`src/rtl/dmem_arb_pkg.sv`:
```
// Shared types for the data-memory port arbiter: owner tags, access-size
// encoding, the pipelined command record and the alignment check.
package dmem_arb_pkg;

   localparam int CMD_AW = 32;

   typedef enum logic [1:0] {
      OWN_NONE = 2'd0,
      OWN_IF   = 2'd1,
      OWN_D    = 2'd2
   } owner_e;

   typedef logic [1:0] size_t;

   localparam size_t SZ_WORD = 2'd0;
   localparam size_t SZ_HALF = 2'd1;
   localparam size_t SZ_BYTE = 2'd2;

   typedef struct packed {
      logic [CMD_AW-1:0] addr;
      logic              we;
      logic              re;
      size_t             size;
      logic [31:0]       wdata;
      owner_e            owner;
      logic              err;
   } cmd_t;

   // Idle command: no strobes, no owner; also the reset value of stage B.
   localparam cmd_t CMD_IDLE = '{addr: '0, we: 1'b0, re: 1'b0, size: SZ_WORD,
                                 wdata: '0, owner: OWN_NONE, err: 1'b0};

   // Words need addr[1:0]==0, halves need addr[0]==0, bytes always fit.
   function automatic logic misaligned(input size_t size, input logic [1:0] addr_lo);
      logic bad;
      bad = 1'b0;
      if (size == SZ_WORD) begin
         bad = (addr_lo != 2'b00);
      end else if (size == SZ_HALF) begin
         bad = addr_lo[0];
      end
      return bad;
   endfunction

endpackage

```
`src/rtl/dmem_arb_starve_cnt.sv`:
```
// Fetch starvation counter: counts consecutive cycles in which fetch is
// requesting but data wins, and forces a fetch grant at STARVE_LIMIT.
// Only built when DMEM_ARB_ANTISTARVE_EN is defined.
module dmem_arb_starve_cnt #(
   parameter int STARVE_LIMIT = 4
) (
   input  logic clk,
   input  logic rst_n,
   input  logic if_req,
   input  logic d_win,
   output logic force_if
);

   localparam int CW = $clog2(STARVE_LIMIT + 1);
   localparam logic [CW-1:0] LIMIT = CW'(STARVE_LIMIT);

   logic [CW-1:0] cnt_q, cnt_d;

   // Count denied fetch cycles (saturating); any other cycle clears the count.
   always_comb begin
      cnt_d = '0;
      if (if_req && d_win) begin
         cnt_d = (cnt_q == LIMIT) ? cnt_q : cnt_q + 1'b1;
      end
   end

   // Counter state register.
   always_ff @(posedge clk or negedge rst_n) begin
      if (!rst_n) begin
         cnt_q <= '0;
      end else begin
         cnt_q <= cnt_d;
      end
   end

   assign force_if = if_req && (cnt_q == LIMIT);

endmodule

```
`src/rtl/dmem_port_arbiter.sv`:
```
// Two-requester arbiter sharing the single-ported data memory between fetch
// and the MEM stage. Grant in stage A, memory access from the command
// register in stage B, response pulse to the owner in stage C.
// Optional: DMEM_ARB_ANTISTARVE_EN enables the fetch anti-starvation counter.
module dmem_port_arbiter
   import dmem_arb_pkg::*;
#(
   parameter int STARVE_LIMIT = 4,
   parameter int AW           = 32
) (
   input  logic          clk,
   input  logic          rst_n,
   input  logic          if_req,
   input  logic [AW-1:0] if_addr,
   output logic          if_gnt,
   output logic          if_rvalid,
   output logic [31:0]   if_rdata,
   input  logic          d_req,
   input  logic          d_we,
   input  logic          d_half,
   input  logic          d_byte,
   input  logic [AW-1:0] d_addr,
   input  logic [31:0]   d_wdata,
   output logic          d_gnt,
   output logic          d_rvalid,
   output logic [31:0]   d_rdata,
   output logic          d_err,
   output logic [AW-1:0] mem_addr,
   output logic          mem_write,
   output logic          mem_read,
   output logic          mem_half,
   output logic          mem_byte,
   output logic [31:0]   mem_wdata,
   input  logic [31:0]   mem_rdata
);

   size_t       d_size;
   logic        d_misal;
   logic        force_if;
   logic        d_win;
   logic        if_win;
   logic        cmd_active;
   cmd_t        cmd_d, cmd_q;
   owner_e      rsp_owner_d, rsp_owner_q;
   logic [31:0] rsp_rdata_d, rsp_rdata_q;
   logic        rsp_err_d, rsp_err_q;

`ifdef DMEM_ARB_ANTISTARVE_EN
   dmem_arb_starve_cnt #(
      .STARVE_LIMIT (STARVE_LIMIT)
   ) u_starve_cnt (
      .clk      (clk),
      .rst_n    (rst_n),
      .if_req   (if_req),
      .d_win    (d_win),
      .force_if (force_if)
   );
`else
   // Strict data priority; the limit is only consulted with anti-starvation.
   assign force_if = 1'b0 && (STARVE_LIMIT > 0);
`endif

   // Size decode: byte dominates, so the illegal half+byte pair acts as byte.
   always_comb begin
      d_size = SZ_WORD;
      if (d_byte) begin
         d_size = SZ_BYTE;
      end else if (d_half) begin
         d_size = SZ_HALF;
      end
   end

   assign d_misal = misaligned(d_size, d_addr[1:0]);

   // Data wins unless fetch is being forced; no grants while in reset.
   assign d_win  = rst_n && d_req && !force_if;
   assign if_win = rst_n && if_req && !d_win;
   assign d_gnt  = d_win;
   assign if_gnt = if_win;

   // Stage A: build the command for the winner; misaligned data becomes an
   // idle command carrying the error tag so response order is kept.
   always_comb begin
      cmd_d = CMD_IDLE;
      if (d_win) begin
         cmd_d.owner = OWN_D;
         if (d_misal) begin
            cmd_d.err = 1'b1;
         end else begin
            cmd_d.addr  = CMD_AW'(d_addr);
            cmd_d.we    = d_we;
            cmd_d.re    = !d_we;
            cmd_d.size  = d_size;
            cmd_d.wdata = d_we ? d_wdata : 32'h0;
         end
      end else if (if_win) begin
         cmd_d.owner = OWN_IF;
         cmd_d.addr  = CMD_AW'(if_addr);
         cmd_d.re    = 1'b1;
         cmd_d.size  = SZ_WORD;
      end
   end

   // Command register feeding the memory in stage B.
   always_ff @(posedge clk or negedge rst_n) begin
      if (!rst_n) begin
         cmd_q <= CMD_IDLE;
      end else begin
         cmd_q <= cmd_d;
      end
   end

   assign cmd_active = cmd_q.re || cmd_q.we;
   assign mem_addr   = cmd_q.addr[AW-1:0];
   assign mem_read   = cmd_q.re;
   assign mem_write  = cmd_q.we;
   assign mem_half   = cmd_active && (cmd_q.size == SZ_HALF);
   assign mem_byte   = cmd_active && (cmd_q.size == SZ_BYTE);
   assign mem_wdata  = cmd_q.wdata;

   // Stage B capture: read data only for loads, so stores and errors return 0.
   always_comb begin
      rsp_owner_d = cmd_q.owner;
      rsp_err_d   = cmd_q.err;
      rsp_rdata_d = cmd_q.re ? mem_rdata : 32'h0;
   end

   // Response register driving stage C.
   always_ff @(posedge clk or negedge rst_n) begin
      if (!rst_n) begin
         rsp_owner_q <= OWN_NONE;
         rsp_err_q   <= 1'b0;
         rsp_rdata_q <= 32'h0;
      end else begin
         rsp_owner_q <= rsp_owner_d;
         rsp_err_q   <= rsp_err_d;
         rsp_rdata_q <= rsp_rdata_d;
      end
   end

   assign if_rvalid = (rsp_owner_q == OWN_IF);
   assign d_rvalid  = (rsp_owner_q == OWN_D);
   assign if_rdata  = if_rvalid ? rsp_rdata_q : 32'h0;
   assign d_rdata   = d_rvalid ? rsp_rdata_q : 32'h0;
   assign d_err     = d_rvalid && rsp_err_q;

endmodule

```
`config.mk`:
```
export PLATFORM = sky130hd
export DESIGN_NAME = dmem_port_arbiter
export DESIGN_NICKNAME = d
export VERILOG_FILES = /design/src/rtl/dmem_arb_pkg.sv /design/src/rtl/dmem_arb_starve_cnt.sv /design/src/rtl/dmem_port_arbiter.sv
export SDC_FILE = /design/constraint.sdc
export NUM_CORES = 1
export LEC_CHECK = 0
export CORE_MARGIN = 2
export CORE_UTILIZATION = 40
export DETAILED_ROUTE_END_ITERATION = 8
export PLACE_DENSITY_LB_ADDON = 0.25
export SYNTH_ARGS = -nofsm -noshare
export SYNTH_HDL_FRONTEND = slang
export SYNTH_SLANG_ARGS = --single-unit
export TNS_END_PERCENT = 10
```
`constraint.sdc`:
```
create_clock -name clk -period 2.3 [get_ports clk]
set_input_delay 0.46 -clock clk [delete_from_list [all_inputs] [get_ports clk]]
set_output_delay 0.46 -clock clk [all_outputs]
set_load 0.05 [all_outputs]
```
==> results of run 1 <==
## where the power goes
part	switching [mW]	total, mW	internal (mW)
clock	0.595	1.46	0.861
combinational	0.455	0.879	0.424
sequential	0.0258	1.97	1.94
total	1.08	4.31	3.23
## repair_timing
item | 4_1_cts | 5_1_grt
resized for setup | 0 | 0
endpoints found under the hold margin | 13 | 0
hold buffers | 1 | 0
## metal layers
| metal | vias to the layer above | global-route usage | share of wire |
|---|---|---|---|
| met3 | 17 | 0.0818 | 0.12 |
| met1 | 1605 | 0.202 | 0.33 |
| met2 | 179 | 0.358 | 0.53 |
| met5 | - | 0 | 0 |
| met4 | 0 | 0.0859 | 0.022 |
| li1 | 1562 | - | - |
## flip-flops by register name, indices dropped and copies added, names as in the netlist, 2 cells and up
register,cells
mem_addr,32
mem_wdata,32
rsp_rdata_q,32
cmd_q,2
rsp_owner_d,2
rsp_owner_q,2
## cells by family (layout without fill, tap and decap cells)
| family | Yosys count | in the layout | synth area share |
|---|---|---|---|
| buffers and inverters | 89 | 300 | 0.138 |
| AO/OA/AOI/OAI | 35 | 35 | 0.0701 |
| AND/OR/NAND/NOR | 145 | 145 | 0.200 |
| flip-flops | 106 | 106 | 0.592 |
## worst paths after layout
kind / slack [ns] / startpoint / to / cells past startpoint
max in group asynchronous: 0.79 / rst_n / mem_wdata[24] / 3
worst max register to register: 1.40 / mem_read / rsp_rdata_q[7] / 2
worst min register to register: 0.35 / rsp_err_d / rsp_err_q / 0
worst max-delay path: 0.13 / rst_n / d_gnt / 5
min in group asynchronous: 0.51 / rst_n / cmd_q[36] / 2
worst min-delay path: 0.35 / rsp_err_d / rsp_err_q / 0
## layout make-up
class	count	area, µm²
flip-flops and latches	106	2650
clock buffers	11	141
multi-input cells	180	1210
well taps	140	175
clock inverters	5	125
inverters	4	15.0
fillers	761	3050
repair buffers	280	3510
## metrics by stage
step	cell area [µm²]	setup TNS (ns)	setup slack [ns]	power, mW
CTS	7830	0	0.0950	4.37
global placement	7560	0	0.369	2.88
detailed placement	7560	0	0.294	2.89
global route	7830	0	0.0301	4.48
floorplan	4480	-0.255	-0.127	2.47
finish	7830	0	0.129	4.31
## synthesized netlist by cell type, types with 2 or more instances
cell type and number:
nand2_1 2, buf_6 6, and3_1 32, and2_1 98, inv_1 4, dfrtp_1 106, clkbuf_1 14, nor3b_1 2
nor2b_1 3, a22o_1 31, nor2_1 4, buf_4 64
==> flow_summary.toml, run 1 <==
[status]
status = "complete, no violations"

[setup_path]
crit_type = "input port to output port"
end_kind = "output port"
crit_chain = "dlygate4sd3_1 > buf_4 > nand2_2 > inv_1 > buf_12"
startpoint_type = "input port"
critPathMaxStageDelay_ns = 0.53
critPathSlowestCell = "dlygate4sd3_1"
crit_path_max_fanout = 18
path_buf_inv = 4
path_delay_family = "buffers and inverters"
critPathRequiredTime_ns = 1.84
critPathArrivalTime_ns = 1.71

[floorplan]
die-area_mm2 = 0.0121
core_area_mm2 = 0.0109
die_y_um = 110
dieWidth_um = 110
rows = 38
boundaryPins = 272
initial_core_util = 0.412

[clock_tree]
insertion_delay_ns = 0.35
cts.sinks = 106
cts_buffers = 9
path_clk_slew_ns = 0.09
postCtsSetupBuffers = 0
ctsLongestPathBuffers = 2
cts-root-buf = "clkbuf_8"
tritoncts = "built"
cts-htree-levels = 3

[synthesis]
ys_types = 21
synth_seq_cells = 106
synth_ff_type = "dfrtp_1"
postSynthCellCount = 375
syn-cell-area_mm2 = 0.00448
synth-edff-count = 0
yosys-top-cells-area = "dfrtp_1, and2_1, buf_4, a22o_1, and3_1"
syn_avg_cell_area_um2 = 12.0
yosys.area.top_type = "dfrtp_1"
syn_nets = 510
ys_seq_area_frac = 0.592
async_flop_share = 1.00
yosysTopAreaCellShare = 0.592
yosys_warnings = 0

[sta]
fin_crit_ns = 2.17
grt_setup_unrepaired = "false"
hold_ws_ns = 0.354
fin_crit_sh = 0.944
hold_viol = 0
finClkSkew_ns = 0.00322
worst_pin_slew_ns = 0.758
drv_slew = 0
max_freq_mhz = 461
setup_viol = 0
relSlewSlack = 0.495

[detailed_routing]
wl_per_cell_um = 16.3
totalWireLength_um = 11900
ant_nets = 0
vias = 3363
routed_via_density = 4.63
drtIter0Drc = 167
dr.pass1.iters = 4
remaining_drc_errors = 0

[layout]
antenna_cells = 0
final_core_util = 0.719
area_delta_synth_final_pct = 74.8
layout_commonest_cell = "clkdlybuf4s50_1"
drive_gt1_frac = 0.169
fin_nets = 716
stdcell_count = 726
layout_common_cells = "clkdlybuf4s50_1, dfrtp_1, and2_1"

[global_route]
grt_pass1_vias = 3473
grt_max_degree = 65
grt_pass1_wl_um = 17800
grt_overflow = 0
grt_antenna_before_repair = 0
grt.total_usage = 0.199

[run]
maxCapViolCount = 0

[placement]
globalplace.congestion = 0.756
port_buffers = 271
dp.cells = 709
hpwl_um = 9350

[power_and_ir_drop]
ir_drop_mv = 0.392
power_density_mw_per_mm2 = 550
leakagePower_nw = 3.61

[hold_path]
hold_path.class = "flip-flop to flip-flop"
Power figures use the tool's default switching activity.
==> run 2: changes to the inputs <==
Settings changed: ABC_CLOCK_PERIOD_IN_PS set to 2000, CAP_MARGIN set to 20, CORE_UTILIZATION 40 to 37.
Clock period 2.3 ns to 2 ns, I/O delays scaled along.
==> run 2 against run 1 <==
Net effect: largest cell class unchanged; final cell count is 1.2% higher; critical endpoint is now mem_write; hold slack worse by 0.13 ns; first-iteration DRC count fell by 42%; worst setup slack got worse by 0.036 ns; clock power is 21% higher; count of clock-buffer cells in the layout decreased by 1; sequential share of layout area is 0.31 points lower.
==> flow_summary.toml, run 2 (same netlist as run 1, synthesis figures left out) <==
[status]
status = "complete, no violations"

[layout]
antenna_cells = 0
post-route-cell-area_mm2 = 0.00791
stdcell_count = 735
final_core_util = 0.664
drive_gt1_frac = 0.182
layout_common_cells = "clkdlybuf4s50_1, dfrtp_1, and2_1"
area_delta_synth_final_pct = 76.4
layout_commonest_cell = "clkdlybuf4s50_1"
fin_nets = 718

[detailed_routing]
wl_per_cell_um = 15.9
totalWireLength_um = 11700
dr.pass1.iters = 4
ant_nets = 0
remaining_drc_errors = 0
routed_via_density = 4.55
drtIter0Drc = 97
vias = 3342

[power_and_ir_drop]
power_frac_seq = 0.449
power_density_mw_per_mm2 = 639
sw_frac_of_total = 0.260
ir_drop_mv = 0.389
p_clk_frac = 0.349
leakagePower_nw = 3.64
combPwrFrac = 0.202
p_int_mw = 3.74
switching_power_mw = 1.31

[global_route]
grt_antenna_before_repair = 0
grt_overflow = 0
grt_max_degree = 51
use_met3 = 0.0757
grt.total_usage = 0.176
grt_busiest_layer = "met2"
grtUsageMet1 = 0.182
grt_util_met2 = 0.320
grt_pass1_vias = 3359
grt_pass1_wl_um = 17300

[floorplan]
rows = 40
core_area_mm2 = 0.0119
boundaryPins = 272
die-area_mm2 = 0.0130
die_y_um = 114
dieWidth_um = 114
initial_core_util = 0.376

[placement]
port_buffers = 271
dp.cells = 718
place_area_mm2 = 0.00759
hpwl_um = 9230
globalplace.congestion = 0.761

[clock_tree]
ctsLongestPathBuffers = 2
cts-htree-levels = 3
insertion_delay_ns = 0.34
cts_buffers = 9
cts.sinks = 106
tritoncts = "built"
path_clk_slew_ns = 0.07
cts-root-buf = "clkbuf_16"

[sta]
grt_setup_unrepaired = "false"
hold_viol = 0
finClkSkew_ns = 0.00387
setup_viol = 0
max_freq_mhz = 524
fin_crit_sh = 0.954
hold_ws_ns = 0.225
drv_slew = 0
fin_crit_ns = 1.91
relSlewSlack = 0.580
setup_tns_ns = 0
worst_pin_slew_ns = 0.629

[setup_path]
crit_path_max_fanout = 2
crit_type = "flip-flop to output port"
end_kind = "output port"
path_buf_inv = 1
startpoint_type = "flip-flop"
critPathSlowestCell = "clkdlybuf4s50_1"
critPathRequiredTime_ns = 1.60
critPathMaxStageDelay_ns = 0.83
critPathArrivalTime_ns = 1.51
path_delay_family = "buffers and inverters"
crit_chain = "clkdlybuf4s50_1"

[run]
maxCapViolCount = 0

[hold_path]
hold_path.class = "input port to async pin"
## run 2: what timing repair did
| action | CTS | global route |
|---|---|---|
| resized for setup | 0 | 1 |
| endpoints found under the hold margin | 8 | 0 |
| setup endpoints to repair | 0 | 5 |
| buffers inserted | 0 | 0 |
| hold buffers | 1 | 0 |
## run 2: power groups by stage
stage	sequential, mW	combinational [mW]	clock (mW)
2_1_floorplan	2.31	0.531	0
3_3_place_gp	2.31	1.01	0
3_5_place_dp	2.31	1.03	0
4_1_cts	2.27	1.03	1.82
5_1_grt	2.28	1.08	1.90
6_report	2.27	1.02	1.76
## run 2: layout make-up
type	count	area, µm²
clock inverters	6	66.3
flip-flops and latches	106	2650
multi-input cells	180	1210
clock buffers	10	239
well taps	147	184
repair buffers	282	3530
inverters	4	15.0
fillers	907	4010
## run 2: per-layer routing
metal | vias to the layer above | wire (µm) | share of wire
li1 | 1575 | - | -
met1 | 1573 | 4280 | 0.37
met2 | 181 | 6060 | 0.52
met3 | 13 | 1170 | 0.10
met4 | 0 | 188 | 0.016
met5 | - | 0 | 0
## run 2: path summary, 6_finish.rpt
path                                      from               to  slack [ns]  cells after the start
worst max-delay path                 mem_write        mem_write        0.09                      1
worst min-delay path                     rst_n     mem_wdata[1]        0.23                      2
worst max register to register        mem_read  rsp_rdata_q[24]        1.10                      2
worst min register to register  rsp_owner_d[0]   rsp_owner_q[0]        0.35                      0
max in group asynchronous                rst_n     mem_addr[26]        1.13                      2
min in group clk                rsp_owner_d[0]   rsp_owner_q[0]        0.35                      0
## run 2: per-stage QoR
| stage | power, mW | worst slack (ns) |
|---|---|---|
| finish | 5.05 | 0.0928 |
| global route | 5.25 | 0.00132 |
| CTS | 5.12 | 0.0485 |
| detailed placement | 3.34 | 0.101 |
| global placement | 3.32 | 0.151 |
| floorplan | 2.84 | -0.367 |
==> run 3: changes to the inputs <==
Settings changed: ABC_CLOCK_PERIOD_IN_PS 2000 to 2460, CORE_UTILIZATION 37 to 40, REMOVE_ABC_BUFFERS set to 1.
Clock period 2 ns to 2.46 ns, I/O delays scaled along.
==> run 3 against run 2 <==
Net effect: utilization rose by 5.1 points; power shrank 24%; final cell count fell by 1.2%; die area fell by 7.2%; cell area decreased by 1.6%; combinational power decreased by 19%; wire length grew 5.0%; worst setup slack improved by 0.13 ns; register-to-register slack better by 0.48 ns; critical endpoint is now if_gnt.
==> flow_summary.toml, run 3 (same netlist as run 1, synthesis figures left out) <==
[status]
status = "complete, no violations"

[global_route]
grt_overflow = 0
grt_antenna_before_repair = 0
grt.total_usage = 0.204
grt_pass1_wl_um = 18000
grt_max_degree = 65
grt_pass1_vias = 3383

[detailed_routing]
dr.pass1.iters = 5
remaining_drc_errors = 0
totalWireLength_um = 12300
wl_per_cell_um = 16.9
vias = 3355
drtIter0Drc = 144
ant_nets = 0
routed_via_density = 4.62

[floorplan]
initial_core_util = 0.412
rows = 38
boundaryPins = 272
die_y_um = 110
die-area_mm2 = 0.0121
dieWidth_um = 110
core_area_mm2 = 0.0109

[sta]
relSlewSlack = 0.599
fin_crit_ns = 2.24
worst_pin_slew_ns = 0.601
setup_viol = 0
drv_slew = 0
max_freq_mhz = 446
setup_tns_ns = 0
finClkSkew_ns = 0.00351
fin_crit_sh = 0.911
hold_viol = 0
grt_setup_unrepaired = "false"

[run]
maxCapViolCount = 0

[setup_path]
critPathArrivalTime_ns = 1.75
crit_type = "input port to output port"
startpoint_type = "input port"
end_kind = "output port"
critPathRequiredTime_ns = 1.97
crit_path_max_fanout = 17

[clock_tree]
postCtsSetupBuffers = 0
cts_resized = 0
cts_buffers = 9
cts-hold-fix-buffers = 1
cts-root-buf = "clkbuf_8"
insertion_delay_ns = 0.37
cts.sinks = 106
ctsLongestPathBuffers = 2
cts-htree-levels = 3
path_clk_slew_ns = 0.09
tritoncts = "built"

[placement]
globalplace.congestion = 0.800
place_area_mm2 = 0.00754
port_buffers = 271
hpwl_um = 9570

[layout]
layout_common_cells = "clkdlybuf4s50_1, dfrtp_1, and2_1"
antenna_cells = 0
fillers = 772
layout_commonest_cell = "clkdlybuf4s50_1"
post-route-cell-area_mm2 = 0.00778
fin_nets = 716
area_delta_synth_final_pct = 73.6
drive_gt1_frac = 0.171

[power_and_ir_drop]
leakagePower_nw = 3.58
ir_drop_mv = 0.286
power_density_mw_per_mm2 = 495

[hold_path]
hold_path.class = "flip-flop to flip-flop"
## run 3: cell type report
class	instances	area, µm²	share of cell area
repair buffers	280	3500	0.450
flip-flops and latches	106	2650	0.341
multi-input cells	180	1210	0.156
well taps	140	175	0.0225
clock buffers	9	124	0.0159
clock inverters	7	100	0.0129
inverters	4	15.0	0.00193
## run 3: path summary, 6_finish.rpt
path                                 from               to  slack, ns  depth (start not counted)
max in group asynchronous           rst_n    mem_wdata[18]       1.09                          3
setup / recovery                    rst_n           if_gnt       0.22                          5
min in group asynchronous           rst_n      mem_addr[7]       0.51                          2
setup reg to reg                 mem_read  rsp_rdata_q[13]       1.58                          2
hold reg to reg            rsp_owner_d[0]   rsp_owner_q[0]       0.36                          0
hold / removal             rsp_owner_d[0]   rsp_owner_q[0]       0.36                          0
## run 3: metal layers
layer,up-vias,GRT usage,wire length [µm]
met5,-,0,0
met4,0,0.0913,294
met3,17,0.0682,1240
met2,184,0.374,6580
met1,1592,0.210,4160
li1,1562,-,-
## run 3: per-stage QoR
| stage | hold slack, ns | worst slack, ns | std cells | total power [mW] | util |
|---|---|---|---|---|---|
| 2_1_floorplan | 0.196 | -0.335 | 290 | 2.22 | - |
| 3_3_place_gp | 0.333 | 0.493 | 709 | 2.69 | 0.693 |
| 3_5_place_dp | 0.335 | 0.422 | 709 | 2.71 | 0.693 |
| 4_1_cts | 0.357 | 0.194 | 726 | 3.90 | 0.714 |
| 5_1_grt | 0.380 | 0.127 | 726 | 4.01 | 0.714 |
| 6_report | 0.355 | 0.218 | 726 | 3.85 | 0.714 |
## run 3: worst max-delay path, stage by stage
cell           delay (ns)
dlygate4sd3_1        0.53
buf_4                0.24
nand2_1              0.12
nor2_2               0.19
buf_12               0.17
## run 3: power breakdown
part	total (mW)	internal (mW)	switching, mW
Clock	1.18	0.580	0.602
Sequential	1.84	1.82	0.0249
Combinational	0.823	0.394	0.429
Total	3.85	2.79	1.06
